### src/rtl/err_injector.sv
`default_nettype none
// ============================================================================
//  Module     : err_injector
//  Description: LFSR-driven single-bit error injector. Registers one N-bit
//               word per clock and XORs in an error mask chosen by one of
//               four modes (pass, periodic single-bit, periodic burst,
//               random-rate). Reports the applied mask and a saturating
//               count of corrupted words.
//  Ports      :
//    clk        in   rising-edge clock
//    reset      in   synchronous active-high reset
//    en         in   injection enable (low: clean registered stream)
//    mode       in   0 pass, 1 single-bit, 2 burst, 3 random-rate
//    period     in   interval in cycles (modes 1/2) / rate threshold (mode 3)
//    burst_len  in   words per burst in mode 2 (0 behaves as 1)
//    stream     in   clean word, bit 1 is the MSB
//    out        out  registered stream ^ mask
//    flip_mask  out  mask applied to the word currently on out
//    busy       out  high while the FSM is in BURST
//    inj_count  out  saturating count of words with a non-zero mask
//  Revision   : 1.0  initial release
// ============================================================================
module err_injector #(
    parameter int          N    = 5,        // word width, 1..255
    parameter logic [15:0] SEED = 16'hACE1  // non-zero LFSR reset value
) (
    input  logic        clk,
    input  logic        reset,
    input  logic        en,
    input  logic [1:0]  mode,
    input  logic [7:0]  period,
    input  logic [3:0]  burst_len,
    input  logic [1:N]  stream,
    output logic [1:N]  out,
    output logic [1:N]  flip_mask,
    output logic        busy,
    output logic [15:0] inj_count
);

    typedef enum logic [1:0] {
        S_IDLE  = 2'd0,
        S_COUNT = 2'd1,
        S_BURST = 2'd2
    } state_t;

    localparam logic [1:0] C_MODE_PASS   = 2'd0;
    localparam logic [1:0] C_MODE_SINGLE = 2'd1;
    localparam logic [1:0] C_MODE_BURST  = 2'd2;
    localparam logic [1:0] C_MODE_RATE   = 2'd3;
    localparam logic [7:0] C_N           = 8'(N);

    // ------------------------------------------------------------------
    // State
    // ------------------------------------------------------------------
    state_t      state_q, state_d;
    logic [7:0]  cnt_q, cnt_d;
    logic [3:0]  bcnt_q, bcnt_d;
    logic [7:0]  burst_pos_q, burst_pos_d;
    logic [15:0] lfsr_q, lfsr_d;
    logic [1:0]  mode_q, mode_d;
    logic [7:0]  period_q, period_d;
    logic [1:N]  out_q, out_d;
    logic [1:N]  flip_mask_q, flip_mask_d;
    logic        busy_q, busy_d;
    logic [15:0] inj_count_q, inj_count_d;

    // ------------------------------------------------------------------
    // Combinational helpers
    // ------------------------------------------------------------------
    logic        lfsr_fb;
    logic [7:0]  pos;
    logic [1:N]  pos_mask;
    logic [1:N]  burst_mask;
    logic [1:N]  mask;
    logic        cfg_change;
    logic        count_ok;
    logic        fire;
    logic [3:0]  bcnt_load;

    // One-hot decode of a 1-based bit position onto the [1:N] word.
    function automatic logic [1:N] bit_mask(input logic [7:0] p);
        logic [1:N] m;
        m = '0;
        for (int i = 1; i <= N; i++) begin
            m[i] = (p == 8'(i));
        end
        return m;
    endfunction

    always_comb begin
        // Fibonacci taps 16,14,13,11 -> bits 15,13,12,10; shift left.
        lfsr_fb = lfsr_q[15] ^ lfsr_q[13] ^ lfsr_q[12] ^ lfsr_q[10];
        lfsr_d  = en ? {lfsr_q[14:0], lfsr_fb} : lfsr_q;

        // Position is taken from the pre-advance LFSR value.
        pos        = (lfsr_q[7:0] % C_N) + 8'd1;
        pos_mask   = bit_mask(pos);
        burst_mask = bit_mask(burst_pos_q);

        // mode_q/period_q hold last cycle's configuration. The mask is
        // formed from them, so in the cycle a change is sampled the old
        // behaviour still applies; the change itself restarts the FSM.
        mode_d     = mode;
        period_d   = period;
        cfg_change = (mode != mode_q) || (period != period_q);
        count_ok   = ((mode == C_MODE_SINGLE) || (mode == C_MODE_BURST)) &&
                     (period != 8'd0);

        // COUNT is only ever entered with period_q != 0.
        fire      = (state_q == S_COUNT) && (cnt_q == period_q - 8'd1);
        bcnt_load = (burst_len == 4'd0) ? 4'd0 : burst_len - 4'd1;

        // ---------------- mask selection ----------------
        mask = '0;
        if (en) begin
            unique case (state_q)
                S_BURST: mask = burst_mask;
                S_COUNT: if (fire) mask = pos_mask;
                default: begin
                    if ((mode_q == C_MODE_RATE) && (lfsr_q[15:8] < period_q)) begin
                        mask = pos_mask;
                    end
                end
            endcase
        end

        // ---------------- next state ----------------
        state_d     = state_q;
        cnt_d       = cnt_q;
        bcnt_d      = bcnt_q;
        burst_pos_d = burst_pos_q;

        if (!en) begin
            state_d = S_IDLE;
            cnt_d   = 8'd0;
            bcnt_d  = 4'd0;
        end else if (cfg_change) begin
            // Abort any burst and restart the interval from zero.
            state_d = count_ok ? S_COUNT : S_IDLE;
            cnt_d   = 8'd0;
            bcnt_d  = 4'd0;
        end else begin
            unique case (state_q)
                S_IDLE: begin
                    cnt_d = 8'd0;
                    if (count_ok) state_d = S_COUNT;
                end
                S_COUNT: begin
                    if (!count_ok) begin
                        state_d = S_IDLE;
                        cnt_d   = 8'd0;
                    end else if (fire) begin
                        cnt_d = 8'd0;
                        if (mode_q == C_MODE_BURST) begin
                            burst_pos_d = pos;
                            bcnt_d      = bcnt_load;
                            if (bcnt_load != 4'd0) state_d = S_BURST;
                        end
                    end else begin
                        cnt_d = cnt_q + 8'd1;
                    end
                end
                S_BURST: begin
                    // bcnt counts the burst words still to be emitted,
                    // including the current one; cnt is frozen meanwhile.
                    bcnt_d = bcnt_q - 4'd1;
                    if (bcnt_q <= 4'd1) begin
                        bcnt_d  = 4'd0;
                        state_d = S_COUNT;
                        cnt_d   = 8'd0;
                    end
                end
                default: begin
                    state_d = S_IDLE;
                    cnt_d   = 8'd0;
                    bcnt_d  = 4'd0;
                end
            endcase
        end

        // ---------------- registered outputs ----------------
        out_d       = stream ^ mask;
        flip_mask_d = mask;
        busy_d      = (state_d == S_BURST);
        inj_count_d = inj_count_q;
        if ((mask != '0) && (inj_count_q != 16'hFFFF)) begin
            inj_count_d = inj_count_q + 16'd1;
        end
    end

    // ------------------------------------------------------------------
    // Sequential
    // ------------------------------------------------------------------
    always_ff @(posedge clk) begin
        if (reset) begin
            state_q     <= S_IDLE;
            cnt_q       <= 8'd0;
            bcnt_q      <= 4'd0;
            burst_pos_q <= 8'd0;
            lfsr_q      <= SEED;
            mode_q      <= C_MODE_PASS;
            period_q    <= 8'd0;
            out_q       <= '0;
            flip_mask_q <= '0;
            busy_q      <= 1'b0;
            inj_count_q <= 16'd0;
        end else begin
            state_q     <= state_d;
            cnt_q       <= cnt_d;
            bcnt_q      <= bcnt_d;
            burst_pos_q <= burst_pos_d;
            lfsr_q      <= lfsr_d;
            mode_q      <= mode_d;
            period_q    <= period_d;
            out_q       <= out_d;
            flip_mask_q <= flip_mask_d;
            busy_q      <= busy_d;
            inj_count_q <= inj_count_d;
        end
    end

    assign out       = out_q;
    assign flip_mask = flip_mask_q;
    assign busy      = busy_q;
    assign inj_count = inj_count_q;

endmodule
`default_nettype wire
### config.mk
export PLATFORM = sky130hd
export DESIGN_NAME = err_injector
export DESIGN_NICKNAME = d
export VERILOG_FILES = /design/src/rtl/err_injector.sv
export SDC_FILE = /design/constraint.sdc
export NUM_CORES = 1
export LEC_CHECK = 0
export CAP_MARGIN = 30
export CELL_PAD_IN_SITES_DETAIL_PLACEMENT = 1
export CELL_PAD_IN_SITES_GLOBAL_PLACEMENT = 1
export CORE_MARGIN = 2
export CORE_UTILIZATION = 38
export DETAILED_ROUTE_END_ITERATION = 16
export GPL_TIMING_DRIVEN = 0
export PLACE_DENSITY = 0.76
export REMOVE_ABC_BUFFERS = 1
export SYNTH_ARGS = -nofsm -noshare
export SYNTH_HDL_FRONTEND = slang
export SYNTH_SLANG_ARGS = --single-unit
### constraint.sdc
create_clock -name clk -period 16.8 [get_ports clk]
set_input_delay 2.52 -clock clk [delete_from_list [all_inputs] [get_ports clk]]
set_output_delay 2.52 -clock clk [all_outputs]
set_load 0.02 [all_outputs]
==> results.yml, run 1 <==
status:
  outcome: "finished, final reports clean"
route:
  num_vias: 4604
  ant_nets: 0
  firstDrtPassIters: 5
  drt_iter0_drc: 241
  wl_mm: 13.51
  via_per_inst: 5.621
  drt-wirelength-per-cell_um: 16.50
  drc: 0
final_layout:
  area_delta_synth_final_pct: 17.34
  layout_common_cells: "dfxtp_1, nor2_1, clkdlybuf4s50_1"
  fillers: 1599
  final_core_util_pct: 45.24
  diodes: 0
  layout_commonest_cell: "dfxtp_1"
  final_net_count: 683
  drive_above_1_share_pct: 7.309
critical_path:
  reg2reg_depth: 23
  crit_arrival_ns: 6.83
  crit_type: "reg2reg"
  r2r_end: "inj_count[15]"
  critPathCapture: "inj_count[15]"
  rrSetupSlack_ns: 10.20
  crit_path_start: "lfsr_q[5]"
  cp-end-kind: "register"
  rr_startpoint: "lfsr_q[5]"
  cp_max_fo: 23
  start_kind: "register"
  crit_required_ns: 17.03
hold_path:
  hp-class: "reg2reg"
  whs_path_depth: 2
timing:
  rsz0062_at_grt: "no"
  hold_violations: 0
  fin_crit_ns: 6.599
  slew_headroom_pct: 36.29
  maxSlewViolCount: 0
  fin_tns_setup_ns: 0
  setup_violations: 0
  tightest_slew_ns: 0.9556
  clock_skew_ns: 0.006171
  max_freq_mhz: 151.5
  finalCritPeriodShare_pct: 39.28
clocking:
  htree_num_levels: 3
  cts_buffers: 9
  cts_resized: 0
  cts_root_buf: "clkbuf_16"
  clk_path_buf_depth: 2
  clk_pin_slew_ns: 0.06
  post_cts_buffers: 0
  cts.sinks: 75
  clock_latency_ns: 0.34
  tritoncts: "done"
  cts_hold_repair.buffers: 0
placement:
  gp_congestion: 0.8493
  dp_hpwl_mm: 10.13
  portBuffers: 48
global_routing:
  grt_overflow: 0
  grt_max_degree: 33
  antenna_found_initial: 0
  grt_pass1_wl_mm: 23.19
  grt_use_total_pct: 19.58
  first_global_vias: 4848
synth:
  syn_inst: 611
  synth_cell_type_count: 93
  synth_simple_gate_area_share_pct: 26.63
  ys_seq_area_share_pct: 29.64
  synth_area_mm2: 0.005065
  synthAdderAreaFrac_pct: 5.435
  yosysWarnings: 0
  synth_top_family_by_area: "simple AND/OR/NAND/NOR gates"
  synthMuxAreaShare_pct: 4.175
  synth_compound_area_share_pct: 21.20
  ys_seq_elements: 75
  synth_area_per_cell_um2: 8.289
  synth_xor_area_share_pct: 6.571
  yosys_most_used_dff: "dfxtp_1"
  synth_edf_count: 0
  async_flop_share_pct: 0
floorplan:
  fp.dieH_um: 119.5
  initial_core_util_pct: 38.55
  rows: 42
  die_w_um: 119.5
  die_area_mm2: 0.01427
  pin_count: 49
  core_area_mm2: 0.01314
pwr:
  power_density_mw_per_mm2: 85.54
  leakage_nw: 2.195
  peakVddDrop_mv: 0.04412
flow_run:
  drv_cap: 0
routing by layer:
layer / routed length, µm / GRT usage [%] / up-vias
li1: - / - / 2264
met1: 6011 / 23.60 / 2285
met2: 7064 / 35.50 / 41
met3: 287 / 3.257 / 14
met4: 147 / 5.809 / 0
met5: 0 / 0 / -
flip-flops by register name, summed over array words and instances (netlist names):
register	count
period_q	8
busy	1
lfsr_q	16
flip_mask	5
out	5
state_q	2
inj_count	16
bcnt_q	4
mode_q	2
burst_pos_q	8
cnt_q	8
per-stage QoR:
step / hold WS, ns / cell area, µm² / setup slack [ns] / cells / total power, mW
6_report: 0.4727 / 5943 / 10.20 / 819 / 0.5084
5_1_grt: 0.5241 / 5943 / 9.529 / 819 / 0.5353
4_1_cts: 0.4820 / 5943 / 10.16 / 819 / 0.5144
3_5_place_dp: 0.4718 / 5618 / 10.25 / 804 / 0.3006
3_3_place_gp: 0.4614 / 5575 / 10.37 / 802 / 0.2951
2_1_floorplan: 0.4402 / 4875 / 11.40 / 578 / 0.2651
worst min path at each step:
stage / from / endpoint / slack, ns
6_report: burst_pos_q[7] / burst_pos_q[7] / 0.47
3_5_place_dp: burst_pos_q[7] / burst_pos_q[7] / 0.47
5_1_grt: burst_pos_q[7] / burst_pos_q[7] / 0.52
2_1_floorplan: burst_pos_q[7] / burst_pos_q[7] / 0.44
4_1_cts: burst_pos_q[7] / burst_pos_q[7] / 0.48
3_3_place_gp: burst_pos_q[7] / burst_pos_q[7] / 0.46
where the power goes:
part / total, mW / switching [mW] / leakage [nW] / internal [mW]
combinational: 0.105 / 0.0612 / 1.42 / 0.0436
sequential: 0.193 / 0.00902 / 0.612 / 0.184
clock: 0.211 / 0.0767 / 0.159 / 0.134
cells in the mapped netlist, drive strengths merged, types with 5 or more instances:
master	n	share of area (%)
buf	15	2.4
and3	14	1.7
xnor2	20	3.5
clkbuf	18	1.4
nand2	39	2.9
or4	10	1.6
o211ai	10	1.6
ha	22	5.4
nand2b	12	1.5
nor3	14	1.5
nand4	5	0.62
a21oi	28	3.0
dfxtp	75	30
nor3b	6	0.99
nand3b	6	1.1
or3	7	0.89
a21o	6	0.91
nor4	10	1.2
o21ai	24	2.4
xor2	18	3.1
o31ai	5	0.94
nor2	59	4.4
and2	7	0.86
inv	35	2.6
a211oi	8	1.3
nand3	20	2.0
o21a	6	0.89
nor2b	17	2.1
mux2i	20	4.0
critical path, stage by stage (launching register included):
cell,delay (ns)
dfxtp_1,0.59
or3b_1,0.45
o221ai_1,0.32
o41ai_4,0.21
nand2_1,0.22
inv_1,0.09
ha_1,0.22
inv_1,0.13
o21a_1,0.21
nand2_1,0.13
a31o_2,0.31
nor2_1,0.39
o211ai_1,0.22
nor2b_1,0.19
xor2_1,0.24
ha_1,0.42
inv_1,0.21
nand4_1,0.15
a2111oi_0,0.07
o32a_1,0.43
a21o_2,0.23
o21ai_2,0.71
nor4_1,0.12
o21a_1,0.20
area by class of cell:
type                       instances  area (µm²)  share of cell area, %
timing repair buffer              50       523.0                  8.800
multi-input combinational        468        3242                  54.55
clock inverter                     5       86.33                  1.453
sequential                        75        1501                  25.26
clock buffer                      10       239.0                  4.021
inverter                          35       131.4                  2.211
tap                              176       220.2                  3.705
logic make-up after synthesis:
group | count (synthesis)
AO/OA/AOI/OAI | 142
AND/OR/NAND/NOR | 245
adder cells (fa/ha/maj) | 22
flip-flops | 75
XOR/XNOR | 38
buffers and inverters | 68
multiplexers | 21
Power figures use the tool's default switching activity.
==> inputs of run 2 (changes only) <==
clock period = 6.3 ns   (was 16.8 ns; I/O delays follow)
==> results.yml, run 2 (synthesized netlist as in run 1, its figures left out) <==
critical_path:
  cp_max_fo: 17
  crit_chain: "nand3b_1 -> a21oi_1 -> o41ai_4 -> nand2_1 -> inv_1 -> ha_1 -> inv_1 -> o21a_1 -> and3_1 -> or3_1 -> o211ai_1 -> nor2b_1 -> xor2_1 -> ha_2 -> inv_1 -> o41ai_1 -> o32a_1 -> a21o_2 -> o21ai_4 -> or4_1 -> a21oi_2"
  crit_arrival_ns: 6.15
  crit_type: "reg2reg"
  rrSetupSlack_ns: 0.42
  crit_required_ns: 6.58
  r2r_end: "inj_count[13]"
  cpPeakStageDelay_ns: 0.52
  cp_common_cell: "inv_1"
  cp-end-kind: "register"
  rr_startpoint: "lfsr_q[4]"
  reg2reg_depth: 21
  slowest_stage: "or4_1"
  start_kind: "register"
final_layout:
  layout_common_cells: "dfxtp_1, nor2_1, clkdlybuf4s50_1"
  final_net_count: 688
  seq_area_mm2: 0.001509
  area_delta_synth_final_pct: 19.24
  final_core_util_pct: 45.97
  fillers: 1594
  diodes: 0
  multiInputGateArea_mm2: 0.003301
  layout_commonest_cell: "dfxtp_1"
  drive_above_1_share_pct: 9.722
route:
  firstDrtPassIters: 4
  drt-wirelength-per-cell_um: 16.81
  wl_mm: 13.85
  ant_nets: 0
  num_vias: 4689
  via_per_inst: 5.691
  drt_iter0_drc: 252
  drc: 0
status:
  outcome: "finished, final reports clean"
global_routing:
  grt_overflow: 0
  grt_pass1_wl_mm: 23.29
  first_global_vias: 4871
  grt_max_degree: 33
  grt_use_total_pct: 19.67
  antenna_found_initial: 0
pwr:
  peakVddDrop_mv: 0.1183
  leakage_nw: 2.220
  power_density_mw_per_mm2: 227.8
floorplan:
  pin_count: 49
  initial_core_util_pct: 38.55
  die_area_mm2: 0.01427
  die_w_um: 119.5
  core_area_mm2: 0.01314
  fp.dieH_um: 119.5
  rows: 42
timing:
  maxSlewViolCount: 0
  whs_ns: 0.4715
  tightest_slew_ns: 0.9028
  slew_headroom_pct: 39.81
  max_freq_mhz: 170.1
  fin_crit_ns: 5.877
  fin_ws_ns: 0.4226
  hold_violations: 0
  clock_skew_ns: 0.008369
  finalCritPeriodShare_pct: 93.29
  setup_violations: 0
clocking:
  htree_num_levels: 3
  cts_buffers: 9
  tritoncts: "done"
  cts_root_buf: "clkbuf_16"
  clk_pin_slew_ns: 0.06
  cts_hold_repair.buffers: 0
  clk_path_buf_depth: 2
  clock_latency_ns: 0.34
  cts.sinks: 75
hold_path:
  hp-class: "reg2reg"
  whs_path_depth: 2
  holdPathEnd: "burst_pos_q[7]"
  min_from: "burst_pos_q[7]"
placement:
  gp_congestion: 0.8493
  portBuffers: 48
  dp_worst_setup_slack_ns: -0.2516
  dp_hpwl_mm: 10.13
flow_run:
  drv_cap: 0
-- run 2: power by group --
group / switching [mW] / total, mW / internal (mW)
clock: 0.207 / 0.565 / 0.358
sequential: 0.0242 / 0.514 / 0.490
combinational: 0.172 / 0.296 / 0.124
total: 0.404 / 1.38 / 0.972
-- run 2: worst max-delay path: cells and delay by family, from the launching register on --
kind / cells / cell delay, ns
adders and majority gates: 2 / 0.56
and+or+nand+nor: 6 / 1.92
xor gates and xnor gates: 1 / 0.26
buffers and inverters: 3 / 0.41
AOI/OAI and AO/OA: 9 / 2.13
DFF: 1 / 0.51
-- run 2: metal layers --
layer / track usage (%) / up-vias / wire (µm)
li1: - / 2282 / -
met1: 23.74 / 2340 / 6157
met2: 35.57 / 51 / 7237
met3: 3.257 / 16 / 283
met4: 5.956 / 0 / 174
met5: 0 / - / 0
-- run 2: timing repair --
item,in CTS,in global routing
setup endpoints to repair,13,16
resized for setup,2,13
endpoints found under the hold margin,0,0
setup buffers,0,4
pin swaps,0,3
cloned,0,1
-- run 2: layout make-up --
type | count | area share (%)
timing repair buffer | 54 | 9.157
sequential | 75 | 24.98
inverter | 35 | 2.175
clock buffer | 10 | 3.957
tap | 176 | 3.646
multi-input combinational | 469 | 54.65
clock inverter | 5 | 1.429
-- run 2: worst max path at each step --
| stage | startpoint | to | slack, ns | cells past startpoint |
|---|---|---|---|---|
| after floorplan | lfsr_q[5] | inj_count[15] | 0.90 | 23 |
| after global placement | lfsr_q[5] | inj_count[13] | -0.06 | 23 |
| after detailed placement | lfsr_q[5] | inj_count[15] | -0.25 | 23 |
| after CTS | lfsr_q[5] | inj_count[13] | 0.008 | 21 |
| after global routing | lfsr_q[5] | inj_count[11] | -0.03 | 24 |
| final | lfsr_q[4] | inj_count[13] | 0.42 | 21 |
-- run 2: stage by stage --
step                power [mW]  setup TNS, ns  instance area, µm²  cells
floorplan               0.7070              0                4875    578
finish                   1.376              0                6040    824
detailed placement      0.8015         -2.543                5618    804
CTS                      1.373              0                5953    819
global route             1.445       -0.08855                6040    824
global placement        0.7868        -0.2018                5575    802
==> inputs of run 3 (changes only) <==
CORE_MARGIN = unset   (was 2)
==> results.yml, run 3 (synthesized netlist as in run 1, its figures left out) <==
timing:
  setup_violations: 0
  maxSlewViolCount: 0
  max_freq_mhz: 169.4
  tightest_slew_ns: 0.9848
  finalCritPeriodShare_pct: 93.73
  slew_headroom_pct: 34.35
  hold_violations: 0
  fin_crit_ns: 5.905
  whs_ns: 0.4798
  clock_skew_ns: 0.01021
final_layout:
  final_net_count: 685
  drive_above_1_share_pct: 9.598
  fin_area_mm2: 0.006033
  layout_common_cells: "dfxtp_1, nor2_1, clkdlybuf4s50_1"
  diodes: 0
  layout_commonest_cell: "dfxtp_1"
  area_delta_synth_final_pct: 19.12
placement:
  dp_hpwl_mm: 10.13
  gp_congestion: 0.8795
  portBuffers: 48
  place_area_mm2: 0.005580
hold_path:
  hp-class: "reg2reg"
floorplan:
  rows: 41
  die_area_mm2: 0.01379
  fp.dieH_um: 117.5
  die_w_um: 117.5
  pin_count: 49
  core_area_mm2: 0.01282
  initial_core_util_pct: 39.49
pwr:
  power_density_mw_per_mm2: 232.1
  leakage_nw: 2.200
  power_mw: 1.400
  peakVddDrop_mv: 0.1189
status:
  outcome: "finished, final reports clean"
clocking:
  clk_path_buf_depth: 2
  cts_buffers: 9
  clock_latency_ns: 0.34
  cts_root_buf: "clkbuf_16"
  cts.sinks: 75
  htree_num_levels: 3
  tritoncts: "done"
  clk_pin_slew_ns: 0.06
global_routing:
  grt_max_degree: 51
  grt_pass1_wl_mm: 23.28
  first_global_vias: 4787
  grt_use_total_pct: 20.50
  grt_overflow: 0
  antenna_found_initial: 0
route:
  drc: 0
  drt_iter0_drc: 225
  via_per_inst: 5.710
  drt-wirelength-per-cell_um: 17.24
  num_vias: 4671
  firstDrtPassIters: 5
  ant_nets: 0
  wl_mm: 14.11
critical_path:
  cp-end-kind: "register"
  crit_arrival_ns: 6.13
  crit_required_ns: 6.53
  start_kind: "register"
  cp_max_fo: 13
  crit_type: "reg2reg"
flow_run:
  drv_cap: 0
run 3: cell count changes in the layout (fill, tap and decap cells not counted), moves of 2 or more:
| cell | previous run | this run |
|---|---|---|
| xor2_1 | 18 | 16 |
| buf_4 | 4 | 2 |
| xor2_2 | 0 | 2 |
| clkinvlp_4 | 0 | 2 |
| clkinv_4 | 2 | 0 |
run 3: repair_timing:
action / 4_1_cts / 5_1_grt
setup endpoints to repair: 13 / 16
pin swaps: 0 / 4
setup buffers: 0 / 2
hold buffers: 0 / 0
cloned: 0 / 1
resized for setup: 5 / 14
run 3: final timing paths:
kind,depth (start not counted),start,slack (ns),end
hold / removal,2,burst_pos_q[7],0.48,burst_pos_q[7]
hold reg to reg,2,burst_pos_q[7],0.48,burst_pos_q[7]
setup reg to reg,24,lfsr_q[5],0.40,inj_count[7]
setup / recovery,24,lfsr_q[5],0.40,inj_count[7]
run 3: area by class of cell:
| type | count | area [µm²] |
|---|---|---|
| clock inverters | 5 | 83.83 |
| clock buffers | 11 | 252.7 |
| well taps | 172 | 215.2 |
| repair buffers | 51 | 505.5 |
| flip-flops and latches | 75 | 1508 |
| fillers | 1545 | 6792 |
| inverters | 35 | 131.4 |
| multi-input cells | 469 | 3337 |
run 3: where the power goes:
| group | switching (mW) | internal, mW | leakage, nW |
|---|---|---|---|
| registers | 0.0245 | 0.490 | 0.612 |
| logic | 0.178 | 0.129 | 1.43 |
| clock network | 0.209 | 0.370 | 0.158 |
run 3: per-stage QoR:
| stage | util, % | cells | worst slack [ns] | setup TNS (ns) |
|---|---|---|---|---|
| 6_report | 47.04 | 818 | 0.3951 | 0 |
| 5_1_grt | 47.04 | 818 | -0.03151 | -0.04771 |
| 2_1_floorplan | - | 578 | 0.8973 | 0 |
| 3_5_place_dp | 43.51 | 799 | -0.2970 | -2.930 |
| 4_1_cts | 46.25 | 815 | 0.04774 | 0 |
| 3_3_place_gp | 43.43 | 798 | -0.1212 | -0.6680 |
run 3: critical path, cell delays in order (launching register included):
cell,delay (ns)
dfxtp_2,0.46
or3b_1,0.44
o221ai_1,0.32
o41ai_4,0.21
nand2_1,0.21
inv_1,0.08
ha_1,0.21
inv_1,0.12
o21a_1,0.22
nand3_1,0.16
a21boi_2,0.29
nor2_4,0.11
o211ai_1,0.26
nor2b_1,0.24
xor2_2,0.25
inv_1,0.10
ha_1,0.19
a21boi_1,0.13
o2111a_2,0.19
nor4b_2,0.16
a211oi_2,0.43
o2111ai_4,0.25
or2_4,0.34
nand3_1,0.09
mux2_1,0.32
run 3: layer usage:
| metal | part of all wire (%) | track usage, % |
|---|---|---|
| met5 | 0 | 0 |
| met4 | 1.7 | 7.051 |
| met2 | 52 | 37.68 |
| met3 | 2.2 | 2.955 |
| met1 | 44 | 24.12 |
